==> src/rtl/ysyx_23060332_ifu.sv <==
// Instruction fetch unit: takes a PC from the core, fetches one instruction
// word over a req/gnt/rvalid bus and hands it to the core with valid/ready.
// At most one fetch is in flight. Misaligned PCs and bus timeouts are reported
// through fetch_err_o together with a NOP. Flushes discard the current fetch.
module ysyx_23060332_ifu #(
  parameter int unsigned ADDR_W  = 32,
  parameter int unsigned INST_W  = 32,
  parameter int unsigned TMO_CYC = 255
) (
  input  logic              clk,
  input  logic              rst,
  input  logic [ADDR_W-1:0] pc_i,
  input  logic              pc_valid_i,
  output logic              pc_ready_o,
  input  logic              flush_i,
  output logic              imem_req_o,
  output logic [ADDR_W-1:0] imem_addr_o,
  input  logic              imem_gnt_i,
  input  logic              imem_rvalid_i,
  input  logic [INST_W-1:0] imem_rdata_i,
  output logic [INST_W-1:0] inst_o,
  output logic [ADDR_W-1:0] inst_addr_o,
  output logic              inst_valid_o,
  input  logic              inst_ready_i,
  output logic              fetch_err_o
);

  localparam int unsigned TMR_W = $clog2(TMO_CYC + 1);
  localparam logic [INST_W-1:0] NOP = INST_W'(32'h0000_0013);

  typedef enum logic [1:0] {
    S_IDLE,
    S_REQ,
    S_WAIT,
    S_HOLD
  } state_e;

  state_e            state_q;
  logic [TMR_W-1:0]  timer_q;
  logic [TMR_W-1:0]  timer_d;
  logic              drop_q;
  logic              req_q;
  logic [ADDR_W-1:0] addr_q;
  logic [INST_W-1:0] inst_q;
  logic              valid_q;
  logic              err_q;
  logic              tmo_hit;

  // Timeout fires in the WAIT cycle where the timer already holds TMO_CYC-1;
  // the timer never counts beyond that value, so it saturates there.
  always_comb begin
    tmo_hit = (timer_q == TMR_W'(TMO_CYC - 1));
    timer_d = tmo_hit ? timer_q : timer_q + TMR_W'(1);
  end

  // Fetch FSM with registered bus and core-side outputs.
  always_ff @(posedge clk) begin
    if (rst) begin
      state_q <= S_IDLE;
      timer_q <= '0;
      drop_q  <= 1'b0;
      req_q   <= 1'b0;
      addr_q  <= '0;
      inst_q  <= NOP;
      valid_q <= 1'b0;
      err_q   <= 1'b0;
    end else begin
      case (state_q)
        S_IDLE: begin
          if (pc_valid_i && !flush_i) begin
            addr_q <= pc_i;
            drop_q <= 1'b0;
            if (pc_i[1:0] != 2'b00) begin
              state_q <= S_HOLD;
              valid_q <= 1'b1;
              err_q   <= 1'b1;
              inst_q  <= NOP;
            end else begin
              state_q <= S_REQ;
              req_q   <= 1'b1;
            end
          end
        end
        S_REQ: begin
          // A request already on the bus cannot be withdrawn; a flush only
          // marks the eventual response for discarding.
          if (flush_i) drop_q <= 1'b1;
          if (imem_gnt_i) begin
            req_q   <= 1'b0;
            timer_q <= '0;
            state_q <= S_WAIT;
          end
        end
        S_WAIT: begin
          if (flush_i) drop_q <= 1'b1;
          if (imem_rvalid_i || tmo_hit) begin
            drop_q <= 1'b0;
            if (drop_q || flush_i) begin
              state_q <= S_IDLE;
            end else begin
              state_q <= S_HOLD;
              valid_q <= 1'b1;
              err_q   <= !imem_rvalid_i;
              inst_q  <= imem_rvalid_i ? imem_rdata_i : NOP;
            end
          end else begin
            timer_q <= timer_d;
          end
        end
        S_HOLD: begin
          if (flush_i || inst_ready_i) begin
            valid_q <= 1'b0;
            state_q <= S_IDLE;
          end
        end
        default: state_q <= S_IDLE;
      endcase
    end
  end

  assign pc_ready_o   = (state_q == S_IDLE);
  assign imem_req_o   = req_q;
  assign imem_addr_o  = addr_q;
  assign inst_addr_o  = addr_q;
  assign inst_o       = inst_q;
  assign inst_valid_o = valid_q;
  assign fetch_err_o  = err_q;

endmodule

==> config.mk <==
export PLATFORM = sky130hd
export DESIGN_NAME = ysyx_23060332_ifu
export DESIGN_NICKNAME = d
export VERILOG_FILES = /design/src/rtl/ysyx_23060332_ifu.sv
export SDC_FILE = /design/constraint.sdc
export NUM_CORES = 1
export LEC_CHECK = 0
export CORE_MARGIN = 2
export CORE_UTILIZATION = 41
export CTS_CLUSTER_SIZE = 8
export DETAILED_ROUTE_END_ITERATION = 10
export PLACE_DENSITY = 0.83
export SLEW_MARGIN = 20
export SYNTH_ARGS = -nofsm -noshare
export SYNTH_HDL_FRONTEND = slang
export SYNTH_SLANG_ARGS = --single-unit
==> constraint.sdc <==
create_clock -name clk -period 2.15 [get_ports clk]
set_input_delay 0.3225 -clock clk [delete_from_list [all_inputs] [get_ports clk]]
set_output_delay 0.3225 -clock clk [all_outputs]
set_load 0.01 [all_outputs]
==> flow_summary.toml <==
[status]
status = "finished clean"

[sta]
worst_pin_slew_ns = 0.606
layout_min_cycle_time_ns = 1.97
hold_viol = 0
clock.fmax_ghz = 0.507
fin_tns_setup_ns = 0
slew_headroom_pct = 59.6
setup_viol = 0
finalClockSkew_ns = 0.0125
rsz0062_at_grt = "no"
finalMaxSlewViolations = 0
fin_crit_sh_pct = 91.8

[synth]
netlist_area_um2 = 3650
syn_inst = 431
ys.warnings.count = 0
synthArstFlopShare_pct = 0
synth_edf_count = 0
synth_top_area_cell = "dfxtp_1"
synth_seq_cells = 78
yosysSeqAreaShare_pct = 42.8
ys_top_cells_by_area = "dfxtp_1 (43%), nand2_1 (10%), mux2i_1 (8.8%)"
synth_area_per_cell_um2 = 8.47
syn_nets = 508
synth_top_area_share_pct = 42.8
synth_cell_types = 41
synth-main-ff-cell = "dfxtp_1"

[place]
port_buffers = 170
place_inst = 659
dp_hpwl_um = 7170
place.gp.congestion = 0.885

[critical_path]
reg2reg_to = "inst_o[23]$_SDFFE_PP0P_"
cp_max_fo = 33
reg2reg_setup_slack_ns = 0.18
endpoint = "inst_o[23]$_SDFFE_PP0P_"
worst_setup_path_end_kind = "flop"
path_class = "reg2reg"
cp_cell_sequence = "nand4_1 > o21ai_2 > o2111ai_4 > buf_12 > mux2i_1"
critical-path-max-stage-delay_ns = 0.56
crit_buf_inv = 1
cpMaxStageDelayCell = "o21ai_2"
cp-startpoint = "timer_q[4]$_SDFFE_PP0P_"
worstPathArrival_ns = 2.19
crit_required_ns = 2.37
r2r_start = "timer_q[4]$_SDFFE_PP0P_"
path_depth = 5
worstRegToRegCells = 5
start_kind = "flop"
critical-path-top-delay-family = "compound AO/OA/AOI/OAI gates"

[floorplan]
ioPinCount = 171
start_util_pct = 42.0
die-area_um2 = 9670
die_w_um = 98.3
rows = 34
design.core.area_um2 = 8680
die_h_um = 98.3

[route]
drt-pass1-iter-count = 4
drc = 0
avgRoutedWirePerCell_um = 14.5
drtAntennaViolNets = 0
drt_iter0_markers = 161
wl_um = 9790
vias = 3405
via_per_inst = 5.05

[global_routing]
grt_pass1_vias = 3323
gr-usage-met1_pct = 24.0
grt_use_total_pct = 20.1
met2_usage_pct = 33.1
grt_max_degree = 35
gr-total-overflow = 0
grt_most_used_layer = "met2"
grt_antenna_before_repair = 0
grt_first_pass_wirelength_um = 15900
met3_usage_pct = 8.23

[cts]
root_buffer = "clkbuf_8"
holdBufCountCts = 0
cts_tree = "built"
clk_path_buf_depth = 2
path_clk_slew_ns = 0.08
clock_sinks = 78
clock_latency_ns = 0.34
post-cts-setup-buffers = 0
cts_buffers = 9
htreeDepth = 3

[final_layout]
final_cells = 674
mostFrequentLayoutCells = "clkdlybuf4s50_1 (169), nand2_1 (100), dfxtp_1 (78)"
final_common_cell = "clkdlybuf4s50_1"
area_growth_pct = 49.1
insertedDiodeCount = 0
nNetsFinal = 639
drive_gt1_share_pct = 6.01

[hold_path]
hp-class = "reg2reg"

[power]
p_total_w = 0.00459
power_leakage_nw = 2.03
irDropWorstVdd_mv = 0.475
power_density_nw_per_um2 = 843

[job]
drv_cap = 0
==> worst register-to-register path: cells and delay by family (launching register included) <==
kind            cells  cell delay, ns
compound gates      2            0.78
flops               1            0.45
mux                 1            0.17
buf+inv             1            0.23
simple gates        1            0.22
==> timing repair <==
action                     CTS  global route
resized for setup            1             1
setup endpoints to repair    1             1
pin swaps                    0             0
==> routing by layer <==
metal	up-vias	share of wire (%)
met5	-	0
met4	0	1.4
met3	12	10
met2	160	48
met1	1566	41
li1	1667	-
==> Yosys cell counts (2+ instances only) <==
library cell and instances:
nand2_1 100, dfxtp_1 78, a21oi_1 39, buf_4 33, nand2b_1 33, mux2i_1 32, clkbuf_1 21, nor2_1 12
o21ai_0 8, a211oi_1 7, inv_1 7, nand3_1 7, ha_1 6, nor2b_1 4, a21o_1 3, a221oi_1 3
buf_2 3, buf_6 3, nand4_1 3, o31ai_1 3, and3_1 2, nor3_1 2, o21a_1 2, o21ai_2 2
or2_2 2
==> cell families (layout without fill, tap and decap cells) <==
family                     after synthesis  after routing  share of synthesized area, %
muxes                                   32             32                          8.78
adders and majority gates                6              6                          2.06
buffers and inverters                   67            202                          11.0
AOI/OAI and AO/OA                       77             77                          13.4
and+or+nand+nor                        171            171                          22.0
DFF                                     78             78                          42.8
==> report_power, final <==
part / leakage [nW] / internal (W) / switching [W]
registers: 0.632 / 0.00158 / 0.000101
clock network: 0.115 / 0.000707 / 0.000514
logic: 1.29 / 0.000890 / 0.000796
==> worst min path at each step <==
stage	start	endpoint	slack, ns	cells past startpoint
2_1_floorplan	pc_i[0]	imem_addr_o[0]$_SDFFE_PP0P_	0.46	2
3_3_place_gp	fetch_err_o$_SDFFE_PP0P_	fetch_err_o$_SDFFE_PP0P_	0.44	2
3_5_place_dp	fetch_err_o$_SDFFE_PP0P_	fetch_err_o$_SDFFE_PP0P_	0.44	2
4_1_cts	fetch_err_o$_SDFFE_PP0P_	fetch_err_o$_SDFFE_PP0P_	0.46	2
5_1_grt	fetch_err_o$_SDFFE_PP0P_	fetch_err_o$_SDFFE_PP0P_	0.48	2
6_report	fetch_err_o$_SDFFE_PP0P_	fetch_err_o$_SDFFE_PP0P_	0.46	2
==> area by class of cell <==
class,instances,area [um2]
clock inverter,4,70.1
multi-input combinational,286,1700
clock buffer,11,151
fill,722,3240
tap,108,135
inverter,7,26.3
sequential,78,1560
timing repair buffer,180,1800
==> registers in the layout, indices dropped and copies added (netlist names) <==
name / flops
drop_q: 1
fetch_err_o: 1
imem_addr_o: 32
imem_req_o: 1
inst_o: 32
inst_valid_o: 1
state_q: 2
timer_q: 8
==> stage by stage <==
step,hold slack (ns),util [%],setup WS [ns],cell area (um2)
finish,0.459,62.7,0.177,5440
global route,0.479,62.7,0.0185,5440
CTS,0.462,62.6,0.0919,5430
detailed placement,0.442,60.0,0.129,5210
global placement,0.438,60.0,0.171,5210
floorplan,0.458,-,0.508,3650
(Power assumes the default switching activity.)
